`src/rtl/box_track_pkg.sv`:
```
// box_track_pkg: state encoding, LFSR taps and saturating add
// shared by the platform scroller (see BOX_RANDOM_GAP_EN in top).
package box_track_pkg;

  typedef enum logic [1:0] {
    IDLE,
    SCROLL,
    SHIFT,
    DONE
  } state_t;

  // Fibonacci taps 16,14,13,11 as bit mask
  localparam logic [15:0] LFSR_TAPS = 16'hB400;

  function automatic logic [31:0] sat_add(
    input logic [31:0] a,
    input logic [31:0] b,
    input logic [31:0] lim
  );
    logic [32:0] s;
    s = {1'b0, a} + {1'b0, b};
    return (s > {1'b0, lim}) ? lim : s[31:0];
  endfunction

  function automatic logic [15:0] lfsr_next(
    input logic [15:0] s
  );
    return {s[14:0], ^(s & LFSR_TAPS)};
  endfunction

endpackage

```
`src/rtl/box_lfsr16.sv`:
```
// box_lfsr16: free-running 16-bit Fibonacci LFSR used for
// random platform gaps (only built with BOX_RANDOM_GAP_EN).
module box_lfsr16
  import box_track_pkg::*;
#(
  parameter logic [15:0] SEED = 16'hACE1
) (
  input  logic        clk,
  input  logic        rst,
  input  logic        en,
  output logic [15:0] state
);

  always_ff @(posedge clk) begin
    if (rst) begin
      state <= SEED;
    end else if (en) begin
      state <= lfsr_next(state);
    end
  end

endmodule

```
`src/rtl/box_track_scroller.sv`:
```
// box_track_scroller: scrolls N platforms left on reload, then
// shifts the list and spawns a tail. Macro: BOX_RANDOM_GAP_EN.
module box_track_scroller
  import box_track_pkg::*;
#(
  parameter int          N_BLOCKS      = 4,
  parameter int          X_W           = 10,
  parameter int          CNT_W         = 17,
  parameter int          HOME_X        = 80,
  parameter int          SCREEN_W      = 640,
  parameter int          GAP_MIN       = 120,
  parameter int          GAP_RAND_BITS = 6,
  parameter int          STEP          = 4,
  parameter int          TICK_DIV      = 2,
  parameter logic [15:0] LFSR_SEED     = 16'hACE1
) (
  input  logic                    clk_machine,
  input  logic                    rst_machine,
  input  logic                    i_reload,
  output logic [N_BLOCKS*X_W-1:0] o_x_block,
  output logic [N_BLOCKS-1:0]     o_en_block,
  output logic                    o_busy,
  output logic                    reload_done,
  output logic [CNT_W-1:0]        cnt_clk_reload
);

  localparam logic [31:0] XMAX =
    32'((64'd1 << X_W) - 64'd1);
  localparam int TW =
    (TICK_DIV > 1) ? $clog2(TICK_DIV) : 1;

  state_t         state;
  logic [X_W-1:0] x [N_BLOCKS];
  logic [X_W-1:0] rem;
  logic [X_W-1:0] d;
  logic [X_W-1:0] tail;
  logic [TW-1:0]  tick_cnt;
  logic [31:0]    gap;
  logic           tick;
  logic           ahead;

  function automatic logic vis(
    input logic [X_W-1:0] v
  );
    return 32'(v) < 32'(SCREEN_W);
  endfunction

  function automatic logic [X_W-1:0] start_x(
    input int i
  );
    return X_W'(sat_add(32'(HOME_X),
                        32'(i * GAP_MIN), XMAX));
  endfunction

`ifdef BOX_RANDOM_GAP_EN
  logic [15:0] lfsr;
  logic        lfsr_unused;

  box_lfsr16 #(
    .SEED (LFSR_SEED)
  ) u_lfsr (
    .clk   (clk_machine),
    .rst   (rst_machine),
    .en    (1'b1),
    .state (lfsr)
  );

  assign gap = 32'(GAP_MIN)
             + 32'(lfsr[GAP_RAND_BITS-1:0]);
  assign lfsr_unused = ^lfsr;
`else
  localparam int cfg_unused =
    GAP_RAND_BITS + int'(LFSR_SEED);
  assign gap = 32'(GAP_MIN);
`endif

  assign tick  = (tick_cnt == TW'(TICK_DIV - 1));
  assign d     = (rem < X_W'(STEP)) ? rem : X_W'(STEP);
  assign ahead = 32'(x[1]) > 32'(HOME_X);
  assign tail  = X_W'(sat_add(32'(x[N_BLOCKS-1]),
                              gap, XMAX));

  always_ff @(posedge clk_machine) begin
    if (rst_machine) begin
      state          <= IDLE;
      rem            <= '0;
      tick_cnt       <= '0;
      o_busy         <= 1'b0;
      reload_done    <= 1'b0;
      cnt_clk_reload <= '0;
      for (int i = 0; i < N_BLOCKS; i++) begin
        x[i]          <= start_x(i);
        o_en_block[i] <= vis(start_x(i));
      end
    end else begin
      reload_done <= 1'b0;
      if (o_busy && !(&cnt_clk_reload)) begin
        cnt_clk_reload <= cnt_clk_reload + CNT_W'(1);
      end
      unique case (state)
        IDLE: begin
          if (i_reload) begin
            rem <= ahead
                 ? X_W'(32'(x[1]) - 32'(HOME_X))
                 : '0;
            cnt_clk_reload <= '0;
            tick_cnt       <= '0;
            o_busy         <= 1'b1;
            state          <= ahead ? SCROLL : SHIFT;
          end
        end
        SCROLL: begin
          if (tick) begin
            tick_cnt <= '0;
            rem      <= rem - d;
            if (rem == d) state <= SHIFT;
            // blocks pushed past the left edge park at 0, hidden
            for (int i = 0; i < N_BLOCKS; i++) begin
              if (x[i] < d) begin
                x[i]          <= '0;
                o_en_block[i] <= 1'b0;
              end else begin
                x[i]          <= x[i] - d;
                o_en_block[i] <= vis(x[i] - d);
              end
            end
          end else begin
            tick_cnt <= tick_cnt + TW'(1);
          end
        end
        SHIFT: begin
          for (int i = 0; i < N_BLOCKS - 1; i++) begin
            x[i]          <= x[i+1];
            o_en_block[i] <= o_en_block[i+1];
          end
          x[N_BLOCKS-1]          <= tail;
          o_en_block[N_BLOCKS-1] <= vis(tail);
          state                  <= DONE;
        end
        DONE: begin
          reload_done <= 1'b1;
          o_busy      <= 1'b0;
          state       <= IDLE;
        end
      endcase
    end
  end

  for (genvar g = 0; g < N_BLOCKS; g++) begin : g_out
    assign o_x_block[g*X_W +: X_W] = x[g];
  end

endmodule

```
`config.mk`:
```
export PLATFORM = sky130hd
export DESIGN_NAME = box_track_scroller
export DESIGN_NICKNAME = d
export VERILOG_FILES = /design/src/rtl/box_track_pkg.sv /design/src/rtl/box_lfsr16.sv /design/src/rtl/box_track_scroller.sv
export SDC_FILE = /design/constraint.sdc
export NUM_CORES = 1
export LEC_CHECK = 0
export ABC_CLOCK_PERIOD_IN_PS = 10700
export CAP_MARGIN = 0
export CORE_ASPECT_RATIO = 0.5
export CORE_MARGIN = 5
export CORE_UTILIZATION = 63
export CTS_BUF_LIST = sky130_fd_sc_hd__clkbuf_8
export DETAILED_ROUTE_END_ITERATION = 10
export GPL_TIMING_DRIVEN = 0
export HOLD_SLACK_MARGIN = 0.05
export PLACE_DENSITY = 0.95
export SYNTH_ARGS = -nofsm -noshare
export SYNTH_HDL_FRONTEND = slang
export SYNTH_HIERARCHICAL = 1
export SYNTH_SLANG_ARGS = --single-unit
```
`constraint.sdc`:
```
create_clock -name clk_machine -period 10.7 [get_ports clk_machine]
set_input_delay 2.14 -clock clk_machine [delete_from_list [all_inputs] [get_ports clk_machine]]
set_output_delay 2.14 -clock clk_machine [all_outputs]
set_load 0.01 [all_outputs]
```
======== After elaboration in Yosys (flattened, before gate mapping) ========
Memory sizes are Yosys's and may differ from the RTL's.
Index checks and enable logic that the tools add are counted.
word-level totals
  memory bits (writable) .................. 40
  memories kept ........................... 1
  register bits after elaboration ......... 36
  logic and storage cells ................. 143
cells by class
  equality and inequality tests ........... 7
  magnitude comparators ................... 12
  muxes and demuxes ....................... 83
  reductions and logical operators ........ 12
  bitwise operators ....................... 12
  add/subtract/negate cells ............... 9
memory list
  memory  depth  bits a word  read ports  clocked after Yosys merged registers in  write ports  line                      source
  x       4      10           4           0                                        4            box_track_scroller.sv:33  logic [X_W-1:0] x [N_BLOCKS];
operators with widths
  cell                                                         count
  two-way mux 10 bit                                           17
  two-way mux 1 bit                                            53
  two-way mux 17 bit                                           3
  less-than comparator 10 bit, second input constant           5
  subtractor 10 bit                                            5
  less-than comparator 10 bit                                  4
  one-hot mux 10 bit (2 select lines)                          1
  adder 17 x 1 -> 17 bit, second input constant                1
  AND reduction 17 bit                                         1
  OR 1 bit                                                     12
  adder 10 x 7 -> 11 bit, second input constant                1
  > comparator 11 x 10 -> 1 bit, second input constant         1
  == test 10 bit                                               1
  > comparator 10 x 7 -> 1 bit, second input constant          1
  less-than comparator 10 x 3 -> 1 bit, second input constant  1
  subtractor 10 x 7 -> 10 bit, second input constant           1
  two-way mux 2 bit                                            4
  one-hot mux 2 bit (4 select lines)                           1
  one-hot mux 4 bit (2 select lines)                           1
  inequality test 2 bit, second input constant                 3
  AND reduction 2 bit                                          3
  AND reduction 3 bit                                          2
  nonzero test 2 bit                                           3
  == test 2 bit, second input constant                         2
  other kinds (7)                                              8

======== Depth between registers and ports, before layout ========
  depth in word-level cells ............... 11
  depth in mapped cells ................... 15
  mapped depth without buffers ............ 13

======== Worst setup path before layout ========
OpenSTA, ideal clock, no wires.
  kind .................................... flip-flop to flip-flop
  start ................................... register rem[6]
  end ..................................... memory x[0][1], data pin
  data arrival time ....................... 3.294 ns
  slack ................................... 7.150 ns
  library setup time ...................... 0.256 ns
  stages on the path, launching flop included .. 14
  data required time ...................... 10.444 ns
  buffers on the path ..................... 1
  clock period less this slack ............ 3.550 ns
  cells stage by stage .................... dfxtp_1 > or4_4 > nor4_4 > and2_1 > ha_1 > inv_1 > fa_1 > a211oi_1 > o21ai_0 > a31oi_1 > o21ai_0 > and2_1 > buf_2 > a22o_1
RTL lines
  item                    line                       source
  from (decl)             box_track_scroller.sv:34   logic [X_W-1:0] rem;
  from (signal assigned)  box_track_scroller.sv:103  rem <= ahead
  from (signal assigned)  box_track_scroller.sv:115  rem <= rem - d;
  to (decl)               box_track_scroller.sv:33

==> results.py <==
metrics = {
    "synth": {
        "yosys_register_bits": 76,
        "synth_top_family_by_area": "compound AO/OA/AOI/OAI gates",
        "synth_cells": 658,
        "synth_compound_area_share_pct": 22.7,
        "syn_area_um2": 5670,
        "yosys-mux-area-fraction_pct": 0.353,
        "synthXorXnorAreaFrac_pct": 6.49,
        "syn_avg_cell_area_um2": 8.61,
        "ys_seq_area_share_pct": 33.9,
        "synth_cell_type_count": 63,
        "ys_async_sr_fraction_pct": 0,
        "yosys.area_share.simple_pct": 20.5,
        "synthAdderAreaFrac_pct": 12.7,
        "synth-main-ff-cell": "edfxtp_1",
        "synth_edf_count": 40,
        "yosysWarnings": 6,
    },
    "layout": {
        "fin_cells": 884,
        "synthToLayoutAreaGrowth_pct": 19.7,
        "fin_util_pct": 77.6,
        "drive_above_1_share_pct": 4.82,
        "stdcell_area_um2": 6780,
        "antenna_cells": 0,
        "nets": 820,
    },
    "critical_path": {
        "critPathSlowestCell": "fa_1",
        "crit_type": "flop to flop",
        "cpLargestDelayFamily": "simple AND/OR/NAND/NOR gates",
        "worstSetupEndpointType": "flop",
        "r2r_start": "rem[6]$_SDFFE_PP0P_",
        "crit_top_cell": "o21ai_0",
        "path_buf_inv": 2,
        "slowest_delay_ps": 650,
        "r2r_cells": 12,
        "worstSetupStartpointType": "flop",
        "rrSetupSlack_ps": 6010,
        "cp_data_arrival_time_ps": 4790,
        "worstPathCellList": "or4_4 -> nor4_4 -> nand2_1 -> fa_1 -> a211oi_1 -> o21ai_0 -> a31oi_1 -> o21ai_0 -> and2_1 -> buf_2 -> inv_1 -> o22ai_1",
        "cp_data_required_time_ps": 10810,
        "critPathMaxFanout": 10,
        "reg2reg_to": "x[0][0]$_DFFE_PP_",
    },
    "power": {
        "total_power_w": 0.00155,
        "power.density_nw_per_um2": 228,
        "peakVddDrop_mv": 0.140,
        "p_leak_nw": 2.61,
    },
    "cts": {
        "clkSlewWorstSetupHoldPaths_ps": 90,
        "postCtsResizedCells": 0,
        "numCtsBuffers": 9,
        "cts_setup_buffers": 0,
        "max-clock-path-buffers": 2,
        "cts.sinks": 76,
        "cts-root-buf": "clkbuf_8",
        "cts_hold_buf": 0,
        "clk_latency_ps": 370,
        "h-tree-depth": 3,
        "cts_tree": "done",
    },
    "place": {
        "gp_congestion": 0.941,
        "dpl.cell_count": 868,
        "dp_hpwl_um": 11600,
        "dpl_cell_area_um2": 6570,
        "place.port_buffers": 65,
    },
    "global_route": {
        "grt_max_degree": 14,
        "grt_pass1_vias": 5264,
        "grt_pass1_wl_um": 25100,
        "grt-ovfl-total": 0,
        "grt_usage_pct": 28.1,
        "antenna_found_initial": 0,
    },
    "floorplan": {
        "start_util_pct": 64.9,
        "die_h_um": 77.1,
        "io_pins": 66,
        "dieArea_um2": 11100,
        "row_count": 24,
        "die_w_um": 144,
        "coreArea_um2": 8740,
    },
    "hold_path": {
        "min_from": "rem[9]$_SDFFE_PP0P_",
        "hp-class": "flop to flop",
        "holdPathEnd": "rem[9]$_SDFFE_PP0P_",
        "whs_path_depth": 2,
    },
    "timing": {
        "setup_violations": 0,
        "fmax_mhz": 213,
        "hold_viol": 0,
        "rsz0062_at_grt": "no",
        "finClkSkew_ps": 12.1,
        "slew_viol_final": 0,
        "layout_worst_path_cycle_share_pct": 43.8,
        "tightest_slew_ps": 870,
        "slew_headroom_pct": 41.5,
        "tns_ps": 0,
        "period_needed_ps": 4690,
    },
    "drt": {
        "drtIter0Drc": 518,
        "vias_per_cell": 6.24,
        "wl_um": 15400,
        "routed-via-count": 5513,
        "drcViolationCount": 0,
        "firstDrtPassIters": 5,
        "postRouteAntennaNets": 0,
        "wire_per_inst_um": 17.4,
    },
    "flow_run": {
        "cap_violations": 0,
    },
    "status": {
        "outcome": "complete, no violations",
    },
}
cell usage in the layout, fill, tap and decap left out, drive strengths merged, types with 5 or more instances in the layout:
cell type       n
nand3b          6
clkdlybuf4s50  65
nor4            8
xor2           17
o21ai          56
a22oi           5
nand3          12
inv            28
buf             6
a211oi          7
o21a            8
o22ai           7
a22o           10
or3             5
nand2          68
a21o            7
ha             51
nor3b           5
dfxtp          36
and3            6
and2            7
clkbuf         24
nor2           62
conb           29
a21oi          47
o21bai          8
nor3           18
xnor2          25
nand2b         13
edfxtp         40
nor2b          12
a31oi          10
or2             5
flip-flops by register name, summed over array words and instances (netlist names):
name            cells
o_busy              1
x                  40
o_en_block          4
cnt_clk_reload     17
rem                10
tick                1
reload_done         1
state               2
cell usage after synthesis, types with 12 or more instances:
| master | number | area [um2] |
|---|---|---|
| nor3_1 | 18 | 90.1 |
| nor2b_1 | 12 | 75.1 |
| o21ai_0 | 53 | 265 |
| edfxtp_1 | 40 | 1200 |
| dfxtp_1 | 36 | 721 |
| nand2_1 | 68 | 255 |
| clkbuf_1 | 15 | 56.3 |
| nand2b_1 | 13 | 81.3 |
| a21oi_1 | 47 | 235 |
| nor2_1 | 61 | 229 |
| nand3_1 | 12 | 60.1 |
| ha_1 | 51 | 638 |
| inv_1 | 27 | 101 |
| xor2_1 | 17 | 149 |
| xnor2_1 | 25 | 219 |
layer usage:
metal / global-route usage [%] / vias to the layer above / share of wire [%]
met3: 7.52 / 42 / 9.6
met2: 47.2 / 288 / 48
met1: 35.3 / 2594 / 40
met5: 0 / - / 0
met4: 8.75 / 0 / 2.1
li1: - / 2589 / -
layout make-up:
class | instances | area (um2)
well taps | 117 | 146
plain buffers | 21 | 85.1
flip-flops and latches | 76 | 1920
repair buffers | 65 | 651
multi-input cells | 562 | 3660
clock inverters | 7 | 90.1
fillers | 578 | 1950
clock buffers | 9 | 124
inverters | 27 | 101
cells by family (layout without fill, tap and decap cells):
| family | count (synthesis) | count (layout) |
|---|---|---|
| AND/OR/NAND/NOR | 236 | 236 |
| AO/OA/AOI/OAI | 198 | 198 |
| flip-flops | 76 | 76 |
| adder cells (fa/ha/maj) | 55 | 55 |
| buffers and inverters | 48 | 129 |
| XOR/XNOR | 42 | 42 |
| multiplexers | 2 | 2 |
| other | 1 | 29 |
worst min-delay path, cell delays in order (launching register included):
cell,delay (ps)
dfxtp_1,340
a32oi_1,60
nor2_1,70
worst max-delay path by stage:
| stage | cells after the start | slack (ps) | startpoint | end |
|---|---|---|---|---|
| floorplan | 13 | 7150 | rem[6]$_SDFFE_PP0P_ | x[0][1]$_DFFE_PP_ |
| global placement | 12 | 6210 | rem[6]$_SDFFE_PP0P_ | x[0][2]$_DFFE_PP_ |
| detailed placement | 12 | 6140 | rem[6]$_SDFFE_PP0P_ | x[0][0]$_DFFE_PP_ |
| CTS | 12 | 6130 | rem[6]$_SDFFE_PP0P_ | x[0][0]$_DFFE_PP_ |
| global route | 13 | 5790 | rem[4]$_SDFFE_PP0P_ | x[0][2]$_DFFE_PP_ |
| finish | 12 | 6010 | rem[6]$_SDFFE_PP0P_ | x[0][0]$_DFFE_PP_ |
power breakdown:
group / internal (W) / switching, W / total [W]
clock network: 0.000131 / 0.000118 / 0.000249
registers: 0.000380 / 0.0000776 / 0.000457
logic: 0.000368 / 0.000474 / 0.000842
per-stage QoR:
| stage | hold WS (ps) | worst slack, ps |
|---|---|---|
| finish | 501 | 6010 |
| global route | 518 | 5790 |
| CTS | 499 | 6130 |
| detailed placement | 481 | 6140 |
| global placement | 472 | 6210 |
| floorplan | 454 | 7150 |
Note: power is estimated with default switching activity, not from simulation.
